**config.mk**
```make
export PLATFORM = sky130hd
export DESIGN_NAME = rst_seq
export DESIGN_NICKNAME = d
export VERILOG_FILES = /design/src/rtl/rst_seq_pkg.sv /design/src/rtl/rst_sync.sv /design/src/rtl/rst_seq.sv
export SDC_FILE = /design/constraint.sdc
export NUM_CORES = 1
export LEC_CHECK = 0
export CAP_MARGIN = 30
export CORE_ASPECT_RATIO = 1.1
export CORE_MARGIN = 2
export CORE_UTILIZATION = 50
export CTS_BUF_LIST = sky130_fd_sc_hd__clkbuf_16
export CTS_CLUSTER_SIZE = 12
export DETAILED_ROUTE_END_ITERATION = 10
export GPL_TIMING_DRIVEN = 0
export PLACE_DENSITY = 0.82
export SLEW_MARGIN = 20
export SYNTH_ARGS = -nofsm -noshare
export SYNTH_HDL_FRONTEND = slang
export SYNTH_SLANG_ARGS = --single-unit
```
**constraint.sdc**
```tcl
create_clock -name CLK -period 0.9 [get_ports CLK]
set_clock_uncertainty 0.05 [all_clocks]
set_input_delay 0.18 -clock CLK [delete_from_list [all_inputs] [get_ports CLK]]
set_output_delay 0.18 -clock CLK [all_outputs]
set_load 0.02 [all_outputs]
```
**src/rtl/rst_seq_pkg.sv**
```systemverilog
// Shared types and default constants for the RISC-Y reset sequencer.
// Optional watchdog is selected by RST_SEQ_WDT_EN in rst_seq.sv.
package rst_seq_pkg;

    localparam int DEF_ADDR_W    = 5;
    localparam int DEF_STAGE_GAP = 4;
    localparam int DEF_WDT_W     = 16;
    localparam int SYNC_STAGES   = 2;

    typedef enum logic [1:0] {
        IDLE,
        CLEAR,
        MEM_REL,
        RUN
    } state_e;

endpackage

```
**src/rtl/rst_sync.sv**
```systemverilog
// Async-assert / sync-deassert reset synchronizer.
// Its output srst_no drops together with rst_ni and rises on the SYNC_STAGES-th clock edge after release.
module rst_sync
    import rst_seq_pkg::*;
(
    input  logic clk_i,
    input  logic rst_ni,
    output logic srst_no
);

    logic [SYNC_STAGES-1:0] sync_q;

    always_ff @(posedge clk_i or negedge rst_ni) begin
        if (!rst_ni) begin
            sync_q <= '0;
        end else begin
            sync_q <= {sync_q[SYNC_STAGES-2:0], 1'b1};
        end
    end

    assign srst_no = sync_q[SYNC_STAGES-1];

endmodule

```
**src/rtl/rst_seq.sv**
```systemverilog
// Reset sequencer: synchronized reset, register-file clear walk, staged memory/core release and warm reset.
// Define RST_SEQ_WDT_EN to build in the watchdog that forces a warm reset when it is not serviced.
module rst_seq
    import rst_seq_pkg::*;
#(
    parameter int ADDR_W    = DEF_ADDR_W,
    parameter int STAGE_GAP = DEF_STAGE_GAP,
    parameter int WDT_W     = DEF_WDT_W
) (
    input  logic              CLK,
    input  logic              RST,
    input  logic              soft_rst_req,
    input  logic              wdt_kick,
    output logic              mem_rst_n,
    output logic              core_rst_n,
    output logic              clr_en,
    output logic [ADDR_W-1:0] clr_addr,
    output logic              ready,
    output logic              wdt_flag
);

    localparam int GAP_W = (STAGE_GAP > 1) ? $clog2(STAGE_GAP) : 1;
    localparam logic [GAP_W-1:0] GAP_LAST = GAP_W'(STAGE_GAP - 1);

    logic srst_n;

    rst_sync u_rst_sync (
        .clk_i   (CLK),
        .rst_ni  (RST),
        .srst_no (srst_n)
    );

    state_e             state_q;
    logic [ADDR_W-1:0]  clr_addr_q;
    logic [GAP_W-1:0]   gap_q;
    logic               mem_rst_n_q;
    logic               core_rst_n_q;
    logic               clr_en_q;
    logic               ready_q;
    logic               wdt_fire_d;
    logic               warm_d;

`ifdef RST_SEQ_WDT_EN
    logic [WDT_W-1:0] wdt_q;
    logic             wdt_flag_q;

    // A kick on the terminal count still counts as service, so it suppresses the timeout.
    assign wdt_fire_d = (state_q == RUN) && !wdt_kick && (wdt_q == '1);

    always_ff @(posedge CLK or negedge srst_n) begin
        if (!srst_n) begin
            wdt_q      <= '0;
            wdt_flag_q <= 1'b0;
        end else begin
            if ((state_q != RUN) || wdt_kick || wdt_fire_d) begin
                wdt_q <= '0;
            end else begin
                wdt_q <= wdt_q + 1'b1;
            end
            if (wdt_fire_d) begin
                wdt_flag_q <= 1'b1;
            end
        end
    end

    assign wdt_flag = wdt_flag_q;
`else
    logic [WDT_W-1:0] unused_wdt;

    assign unused_wdt = {WDT_W{wdt_kick}};
    assign wdt_fire_d = 1'b0;
    assign wdt_flag   = 1'b0;
`endif

    assign warm_d = soft_rst_req || wdt_fire_d;

    always_ff @(posedge CLK or negedge srst_n) begin
        if (!srst_n) begin
            state_q      <= IDLE;
            clr_addr_q   <= '0;
            gap_q        <= '0;
            mem_rst_n_q  <= 1'b0;
            core_rst_n_q <= 1'b0;
            clr_en_q     <= 1'b0;
            ready_q      <= 1'b0;
        end else begin
            case (state_q)
                IDLE: begin
                    state_q    <= CLEAR;
                    clr_en_q   <= 1'b1;
                    clr_addr_q <= '0;
                end
                CLEAR: begin
                    if (clr_addr_q == '1) begin
                        state_q     <= MEM_REL;
                        clr_en_q    <= 1'b0;
                        clr_addr_q  <= '0;
                        mem_rst_n_q <= 1'b1;
                        gap_q       <= '0;
                    end else begin
                        clr_addr_q <= clr_addr_q + 1'b1;
                    end
                end
                MEM_REL: begin
                    if (gap_q == GAP_LAST) begin
                        state_q      <= RUN;
                        core_rst_n_q <= 1'b1;
                        ready_q      <= 1'b1;
                    end else begin
                        gap_q <= gap_q + 1'b1;
                    end
                end
                RUN: begin
                    // Warm reset re-enters CLEAR directly; IDLE is reserved for the hard reset.
                    if (warm_d) begin
                        state_q      <= CLEAR;
                        mem_rst_n_q  <= 1'b0;
                        core_rst_n_q <= 1'b0;
                        ready_q      <= 1'b0;
                        clr_en_q     <= 1'b1;
                        clr_addr_q   <= '0;
                    end
                end
                default: begin
                    state_q <= IDLE;
                end
            endcase
        end
    end

    assign mem_rst_n  = mem_rst_n_q;
    assign core_rst_n = core_rst_n_q;
    assign clr_en     = clr_en_q;
    assign clr_addr   = clr_addr_q;
    assign ready      = ready_q;

endmodule

```
==> impl_metrics.ini, run 1 <==
[status]
status = finished, violations left
violations = setup timing

[grt]
grt_max_degree = 13
grt_pass1_wl_mm = 3.367
grt_use_total_pct = 24.34
grt_pass1_vias = 741
globalRouteOverflowTotal = 0
antenna_found_initial = 0

[setup_path]
cp-start-kind = flop
end_kind = flop
crit_fanout = 5
worstSetupPathType = reg -> reg
path_common_cell = ha_4
path_cells = ha_4 > and3_4 > ha_4 > and2b_4 > a211o_1 > a22o_1
cp_slowest_cell = dfrtp_2
critPathMaxStageDelay_ns = 0.38
crit_family = compound AO/OA/AOI/OAI gates
crit_arrival_ns = 1.79
required_ns = 0.98
cp.buffers_inverters = 0

[floorplan]
die_y_um = 45.91
io_pins = 14
placement_rows = 15
die_area_um2 = 1932
die_x_um = 42.10
design.core.area_um2 = 1539
start_util_pct = 51.87

[yosys]
synth_flop_cell = dfrtp_1
async_flop_share_pct = 100.0
synth_cell_types = 28
netlist_area_um2 = 798.3
synth_edf_count = 0
synthAdderAreaFrac_pct = 12.54
synth-xor-area-share_pct = 0
synthMuxAreaShare_pct = 5.172
syn_avg_cell_area_um2 = 10.37
yosysWarnings = 0
yosys.area_share.simple_pct = 14.89
ys_ff_latch = 14
synth_top_family_by_area = compound AO/OA/AOI/OAI gates
synth_nets = 89
syn-instance-count = 77
synth-seq-area-share_pct = 43.89
synth_compound_area_share_pct = 15.05

[detailed_routing]
num_vias = 743
wl_per_cell_um = 19.71
drt_iter0_markers = 13
wl_mm = 2.602
vias_per_cell = 5.629
ant_nets = 0
drc = 0
drt-pass1-iter-count = 4

[power_and_ir_drop]
leakagePower_nw = 0.6305
ir_drop_uv = 2947
power_mw = 4.552
power-per-cell-area_nw_per_um2 = 3397

[placed_design]
hpwl_mm = 1.074
gp_congestion = 0.7878
dp_cells = 105
placed_area_um2 = 983.4
portBuffers = 11
post-place-ws_ns = -0.7877

[timing]
setup_tns_ns = -10.49
finalCriticalPeriod_ns = 1.716
finalSetupViolCount = 21
fin_ws_ns = -0.8157
hold_violations = 0
fin_crit_sh_pct = 190.6
rsz0062_at_grt = yes
drv_slew = 0
max_freq_mhz = 582.8

[finish]
n_antenna_cell = 0
drive_gt1_share_pct = 53.91
area_growth_pct = 67.87
fillers = 78
layout_common_cells = buf_4 (18), buf_6 (17), dfrtp_1 (12)
finalNonFillerCells = 132
final_nets = 128
layout_commonest_cell = buf_4
stdcell_area_um2 = 1340

[clock_network]
clk_transition_reported_paths_ns = 0.05
numCtsBuffers = 3
clock_path_buffers = 2
clockRootBuffer = clkbuf_16
htreeDepth = 1
cts.sinks = 14
insertion_delay_ns = 0.25
cts_tree = yes
cts.hold.buffers_added = 0

[min_path]
hold_class = in -> async

[run]
cap_violations = 0
==> report_power, final <==
part / internal, mW / leakage [nW] / total, mW / switching, mW
logic: 1.42 / 0.418 / 2.72 / 1.30
clock network: 0.587 / 0.0385 / 0.843 / 0.256
registers: 0.810 / 0.174 / 0.989 / 0.179
==> cells in the mapped netlist (2+ instances only) <==
master / count / area share (%)
nor2b_1: 3 / 2.4
o21ai_0: 11 / 6.9
buf_4: 2 / 1.9
ha_1: 8 / 13
nand3_1: 2 / 1.3
a22o_1: 2 / 2.2
conb_1: 2 / 0.94
dfrtp_1: 14 / 44
buf_6: 2 / 2.8
mux2i_1: 3 / 3.8
inv_1: 6 / 2.8
nand2_1: 3 / 1.4
nor2_1: 3 / 1.4
a211o_1: 2 / 2.2
==> path summary, 6_finish.rpt <==
kind | from | to | slack, ns | depth (start not counted)
setup / recovery | clr_addr[0] | clr_addr[3] | -0.82 | 6
hold / removal | RST | u_rst_sync.sync_q[0] | 0.05 | 1
setup reg to reg | clr_addr[0] | clr_addr[3] | -0.82 | 6
hold reg to reg | u_rst_sync.sync_q[1] | clr_addr[3] | 0.15 | 0
max in group asynchronous | u_rst_sync.sync_q[1] | clr_addr[0] | 0.29 | 0
min in group CLK | u_rst_sync.sync_q[0] | u_rst_sync.sync_q[1] | 0.31 | 0
==> what timing repair did <==
item,in CTS,in global routing
pin swaps,3,3
setup endpoints to repair,21,21
gates cloned,0,0
buffers inserted,13,10
gates resized for setup,63,13
==> logic make-up after synthesis <==
family | after synthesis
and+or+nand+nor | 20
AOI/OAI and AO/OA | 19
DFF | 14
buffers and inverters | 10
adders and majority gates | 8
muxes | 4
other | 2
==> sequential cells by signal, indices dropped and copies added (netlist names) <==
name               cells
mem_rst_n              1
gap_q                  2
u_rst_sync.sync_q      2
state_q                2
clr_addr               5
clr_en                 1
ready                  1
==> layer usage <==
| metal | GRT usage, % | part of all wire [%] | vias to the layer above |
|---|---|---|---|
| li1 | - | - | 336 |
| met1 | 26.50 | 42 | 374 |
| met2 | 44.06 | 52 | 25 |
| met3 | 8.730 | 3.4 | 8 |
| met4 | 9.375 | 2.6 | 0 |
| met5 | 0 | 0 | - |
==> stage by stage <==
stage | utilization [%] | hold slack, ns
after floorplan | - | -0.1656
after global placement | 63.90 | 0.1695
after detailed placement | 63.90 | 0.1652
after CTS | 78.70 | 0.04503
after global routing | 87.07 | 0.05398
final | 87.07 | 0.04655
==> cell type report <==
| cell class | instances | area, um2 | share of cell area, % |
|---|---|---|---|
| buffer | 4 | 45.04 | 3.361 |
| clock buffer | 3 | 75.07 | 5.602 |
| clock inverter | 1 | 3.754 | 0.2801 |
| inverter | 6 | 22.52 | 1.681 |
| multi-input combinational | 53 | 503.0 | 37.53 |
| sequential | 14 | 352.8 | 26.33 |
| tap | 17 | 21.27 | 1.587 |
| timing repair buffer | 34 | 316.6 | 23.62 |
(Power assumes the default switching activity.)
==> run 2, diff against run 1 <==
- ABC_CLOCK_PERIOD_IN_PS: not set -> 900
- CAP_MARGIN: 30 -> not set
==> results of run 2 <==
Same layout as run 1: the final DEF is identical, and so are final timing and power.
